File: config.mk
export PLATFORM = sky130hd
export DESIGN_NAME = chunked_adder
export DESIGN_NICKNAME = d
export VERILOG_FILES = /design/src/rtl/chunked_adder.sv
export SDC_FILE = /design/constraint.sdc
export NUM_CORES = 1
export LEC_CHECK = 0
export ABC_CLOCK_PERIOD_IN_PS = 3200
export CAP_MARGIN = 20
export CORE_MARGIN = 5
export CORE_UTILIZATION = 50
export DETAILED_ROUTE_END_ITERATION = 8
export PLACE_DENSITY = 0.77
export SKIP_LAST_GASP = 1
export SLEW_MARGIN = 10
export SYNTH_ARGS = -nofsm -noshare
export SYNTH_HDL_FRONTEND = slang
export SYNTH_SLANG_ARGS = --single-unit
File: constraint.sdc
create_clock -name clk -period 3.2 [get_ports clk]
set_clock_uncertainty 0.1 [all_clocks]
set_input_delay 0.32 -clock clk [delete_from_list [all_inputs] [get_ports clk]]
set_output_delay 0.32 -clock clk [all_outputs]
set_load 0.01 [all_outputs]
File: src/rtl/chunked_adder.sv
// chunked_adder
// Multi-cycle add/subtract unit. A WIDTH-bit operation is processed CHUNK bits
// per cycle, least significant chunk first, with the carry held in a register
// between cycles. One operation in flight; valid/ready handshake on both sides.
//
// Ports
//   clk         clock, all state on rising edge
//   rstn_i      synchronous active-low reset
//   valid_i     operands valid
//   ready_o     unit can accept operands (IDLE only)
//   a_i, b_i    operands (WIDTH bits)
//   carry_i     carry-in (add) / borrow-in (sub)
//   sub_i       0: a+b+carry_i, 1: a-b-carry_i
//   valid_o     result valid (DONE only)
//   ready_i     consumer accepts result
//   r_o         result, held until the next DONE
//   carry_o     raw carry out of bit WIDTH-1 (sub: 1 = no borrow)
//   overflow_o  signed overflow
//   zero_o      result is zero
//
// state | meaning
// IDLE  | waiting for operands, ready_o=1
// RUN   | one chunk per cycle, cnt = chunk being computed
// DONE  | result presented, waiting for ready_i
module chunked_adder #(
   parameter int WIDTH = 32,
   parameter int CHUNK = 8
) (
   input  logic             clk,
   input  logic             rstn_i,
   input  logic             valid_i,
   output logic             ready_o,
   input  logic [WIDTH-1:0] a_i,
   input  logic [WIDTH-1:0] b_i,
   input  logic             carry_i,
   input  logic             sub_i,
   output logic             valid_o,
   input  logic             ready_i,
   output logic [WIDTH-1:0] r_o,
   output logic             carry_o,
   output logic             overflow_o,
   output logic             zero_o
);

   localparam int N  = WIDTH / CHUNK;
   localparam int CW = (N > 1) ? $clog2(N) : 1;
   localparam logic [CW-1:0] LAST = CW'(N - 1);

   typedef enum logic [1:0] {IDLE, RUN, DONE} state_t;

   state_t             state, state_nxt;
   logic [CW-1:0]      cnt;
   logic [WIDTH-1:0]   a_reg, b_reg, acc, r_reg;
   logic               carry_reg, carry_out_reg, ovf_reg, zero_reg;
   logic [CHUNK:0]     chunk_sum;
   logic [WIDTH+CHUNK-1:0] acc_cat;
   logic [WIDTH-1:0]   acc_nxt;
   logic               accept, last;

   // Operands are shifted right each step, so the active chunk is always
   // the bottom CHUNK bits; the result is shifted in from the top.
   always_comb begin
      chunk_sum = {1'b0, a_reg[CHUNK-1:0]} + {1'b0, b_reg[CHUNK-1:0]}
                + {{CHUNK{1'b0}}, carry_reg};
      acc_cat   = {chunk_sum[CHUNK-1:0], acc};
      acc_nxt   = acc_cat[WIDTH+CHUNK-1:CHUNK];
   end

   always_comb begin
      state_nxt = state;
      ready_o   = 1'b0;
      valid_o   = 1'b0;
      accept    = 1'b0;
      last      = 1'b0;
      case (state)
         IDLE: begin
            ready_o = 1'b1;
            accept  = valid_i;
            if (valid_i) state_nxt = RUN;
         end
         RUN: begin
            last = (cnt == LAST);
            if (last) state_nxt = DONE;
         end
         DONE: begin
            valid_o = 1'b1;
            if (ready_i) state_nxt = IDLE;
         end
         default: state_nxt = IDLE;
      endcase
   end

   always_ff @(posedge clk) begin
      if (!rstn_i) begin
         state         <= IDLE;
         cnt           <= '0;
         a_reg         <= '0;
         b_reg         <= '0;
         acc           <= '0;
         r_reg         <= '0;
         carry_reg     <= 1'b0;
         carry_out_reg <= 1'b0;
         ovf_reg       <= 1'b0;
         zero_reg      <= 1'b0;
      end else begin
         state <= state_nxt;
         if (accept) begin
            a_reg     <= a_i;
            b_reg     <= sub_i ? ~b_i : b_i;
            carry_reg <= sub_i ? ~carry_i : carry_i;
            acc       <= '0;
            cnt       <= '0;
         end
         if (state == RUN) begin
            a_reg     <= a_reg >> CHUNK;
            b_reg     <= b_reg >> CHUNK;
            acc       <= acc_nxt;
            carry_reg <= chunk_sum[CHUNK];
            cnt       <= last ? '0 : cnt + CW'(1);
            if (last) begin
               r_reg         <= acc_nxt;
               carry_out_reg <= chunk_sum[CHUNK];
               // carry into the MSB recovered from the MSB sum bit: a^b^s
               ovf_reg       <= a_reg[CHUNK-1] ^ b_reg[CHUNK-1]
                              ^ chunk_sum[CHUNK-1] ^ chunk_sum[CHUNK];
               zero_reg      <= (acc_nxt == '0);
            end
         end
      end
   end

   assign r_o        = r_reg;
   assign carry_o    = carry_out_reg;
   assign overflow_o = ovf_reg;
   assign zero_o     = zero_reg;

endmodule
==> parameters.txt <==
Parameter                              Value

STA
  Count of final hold-check violations    0
  Final slew viol count    0
  Period utilization    0.857
  Rel. slew slack    0.402
  Setup violators final    0
  Timing-limited maximum frequency    365 MHz
  Total Negative Setup Slacks    0 ns
  Final critical path time including I/O delays and setup    2.74 ns
  Worst-case setup margin in the final layout    ~0.46 ns
  Worst-Margin Slew    0.897 ns
  RSZ-0062 raised after global routing    false

Synthesis
  Mean cell area of the mapped netlist    8.56 um^2
  Seq/Total Area, Yosys    0.449
  Post-synth top area share    0.449
  Synthesized cell area    5710 um^2
  Post-synth top area cell    sky130_fd_sc_hd__dfxtp_1
  Gate count after technology mapping    667
  Yosys reg bits    128
  Syn Nets    747
  Number of synthesis warnings    0
  Library cells used by synthesis    39
  Synth area leaders    sky130_fd_sc_hd__dfxtp_1 45%, sky130_fd_sc_hd__nand2_1 9.7%, sky130_fd_sc_hd__a21boi_0 5.9%

Placement
  Weighted congestion reported at the end of routability-driven placement    around 0.83
  Instance count after placement with tap cells included    872
  DP Worst Slack    0.500 ns
  DP HPWL    9.55 mm
  Number of port buffers    ~110
  Area after detailed placement    just under 7000 um^2

Clock tree
  Root Buffer Master    sky130_fd_sc_hd__clkbuf_16
  Insertion delay of the later-clocked pin in the worst-skew pair    around 0.41 ns
  Count of hold buffers inserted by post-cts repair    0
  TritonCTS clock tree    done
  Maximum clock insertion buffer count    2
  Number of gates resized after cts    0
  Clock buffer count from CTS    17
  Buffers inserted during post-CTS setup optimization    0
  Max H-tree Level    4
  Clock slew at the register clock pins of the worst setup and hold paths    0.06 ns
  Clk sink count    128

Outcome
  Outcome    finished clean

Floorplan
  Standard-cell row count    39
  Total core area    11,300 um^2
  Die Footprint    between 10,000 and 15,000 um^2
  Starting density of the core    0.505
  Top-level port count    ~110
  Die Height    117 um
  Floorplan die width    117 um

Power and ir drop
  Worst voltage drop across the vdd grid    0.000321 V
  Areal power density over the cells    579 nW/um^2
  Leak Pwr    about 2.9 nW

Final layout
  Antenna diode count    0
  Most common cell after layout, fill and taps aside    sky130_fd_sc_hd__nand2_1
  Filler cells    964
  Design area    7430 um^2
  Final nets    828
  Most frequent cells in the layout    146 x sky130_fd_sc_hd__nand2_1, 128 x sky130_fd_sc_hd__dfxtp_1, 104 x sky130_fd_sc_hd__clkdlybuf4s50_1
  Ratio of cells with drive above 1 in the final layout    0.0696
  Layout Area Growth over Synthesis    30.1%
  Final cell count without fillers    904

Critical path
  Crit path arrival time    2.95 ns
  Element type at the critical path start    flip-flop
  Classification of the worst setup path    reg -> reg
  Largest fanout of any net on the critical path    3
  Critical path required time    3.41 ns
  Nature of the critical path endpoint    flip-flop

Global route
  Global routing usage summed across all routing layers    0.216
  Remaining Overflow, GRT    0
  Number of global-route vias before repair    4,876
  Antenna violations before repair    0
  Largest net degree at the start of global routing    61
  Wire length of the first global-routing pass    23.4 mm

Worst hold path
  Tightest Hold Check Type    in -> reg

Detailed routing
  Final routed wire length divided by cell count    15.5 um
  Routed wire length    14.0 mm
  Number of search-and-repair iterations in the first detailed-routing pass    4
  Remaining number of nets flagged by the antenna check after routing    0
  Via-per-instance ratio    5.41
  Iter 0 DRT Violations    342
  Vias    4,895
  Drt drc    0

Flow run
  Number of max-cap violations    0
-- layout make-up --
type / instances / area, um^2 / area share
clock buffers: 22 / 464 / 0.0625
well taps: 143 / 179 / 0.0241
flip-flops and latches: 128 / 2560 / 0.345
repair buffers: 117 / 1130 / 0.153
clock inverters: 10 / 159 / 0.0214
multi-input cells: 484 / 2930 / 0.395
-- worst max-delay path, cell delays in order, from the launching register on --
cell and delay [ns]:
sky130_fd_sc_hd__dfxtp_1 0.32, sky130_fd_sc_hd__fa_1 0.48, sky130_fd_sc_hd__fa_1 0.45, sky130_fd_sc_hd__a211oi_2 0.29, sky130_fd_sc_hd__o21bai_1 0.14, sky130_fd_sc_hd__a2111oi_0 0.37
sky130_fd_sc_hd__or3_1 0.23, sky130_fd_sc_hd__o21ai_0 0.08, sky130_fd_sc_hd__and2_1 0.18
-- where the power goes --
group | switching, mW | leakage [nW] | internal [mW]
Clock | 0.689 | 0.300 | 1.34
Combinational | 0.278 | 1.56 | 0.255
Sequential | 0.0600 | 1.04 | 1.68
Total | 1.03 | 2.90 | 3.27
-- synthesized netlist by cell type, drive strengths merged --
library cell and number:
a2111oi 2, a211oi 10, a21boi 45, a21oi 12
a221oi 24, a22oi 1, a31o 1, and2 10
and3 1, and4 1, buf 20, clkbuf 35
dfxtp 128, fa 2, ha 8, nand2 147
nand2b 1, nand3 50, nand4 2, nor2 41
nor2b 28, nor3 5, nor4 5, nor4b 1
o211a 28, o21a 2, o21ai 13, o21bai 2
or3 2, xnor2 36, xor2 4
-- path summary, 6_finish.rpt --
path / start / end / slack, ns / depth (start not counted)
max: a_reg[0] / carry_reg / 0.46 / 8
min: rstn_i / r_o[25] / 0.13 / 2
max reg2reg: a_reg[0] / carry_reg / 0.46 / 8
min reg2reg: a_reg[28] / a_reg[28] / 0.35 / 2
-- routing by layer --
| metal | track usage | vias to the layer above | share of wire | routed length, um |
|---|---|---|---|---|
| met4 | 0.0826 | 0 | 0.021 | 289 |
| met2 | 0.369 | 142 | 0.50 | 6980 |
| met5 | 0 | - | 0 | 0 |
| li1 | - | 2450 | - | - |
| met1 | 0.262 | 2275 | 0.43 | 6080 |
| met3 | 0.0550 | 28 | 0.049 | 690 |
-- kinds of logic (layout without fill, tap and decap cells) --
group | Yosys count | after routing | share of synthesized area
XOR/XNOR | 40 | 40 | 0.0627
AND/OR/NAND/NOR | 294 | 294 | 0.230
adder cells (fa/ha/maj) | 10 | 10 | 0.0245
flip-flops | 128 | 128 | 0.449
AO/OA/AOI/OAI | 140 | 140 | 0.195
buffers and inverters | 55 | 149 | 0.0396
-- stage by stage --
stage	total power, mW	hold WS, ns	utilization
2_1_floorplan	2.11	0.336	-
3_3_place_gp	2.27	0.344	0.601
3_5_place_dp	2.29	0.348	0.601
4_1_cts	4.31	0.118	0.656
5_1_grt	4.46	0.114	0.656
6_report	4.30	0.135	0.656
Power figures use the tool's default switching activity.
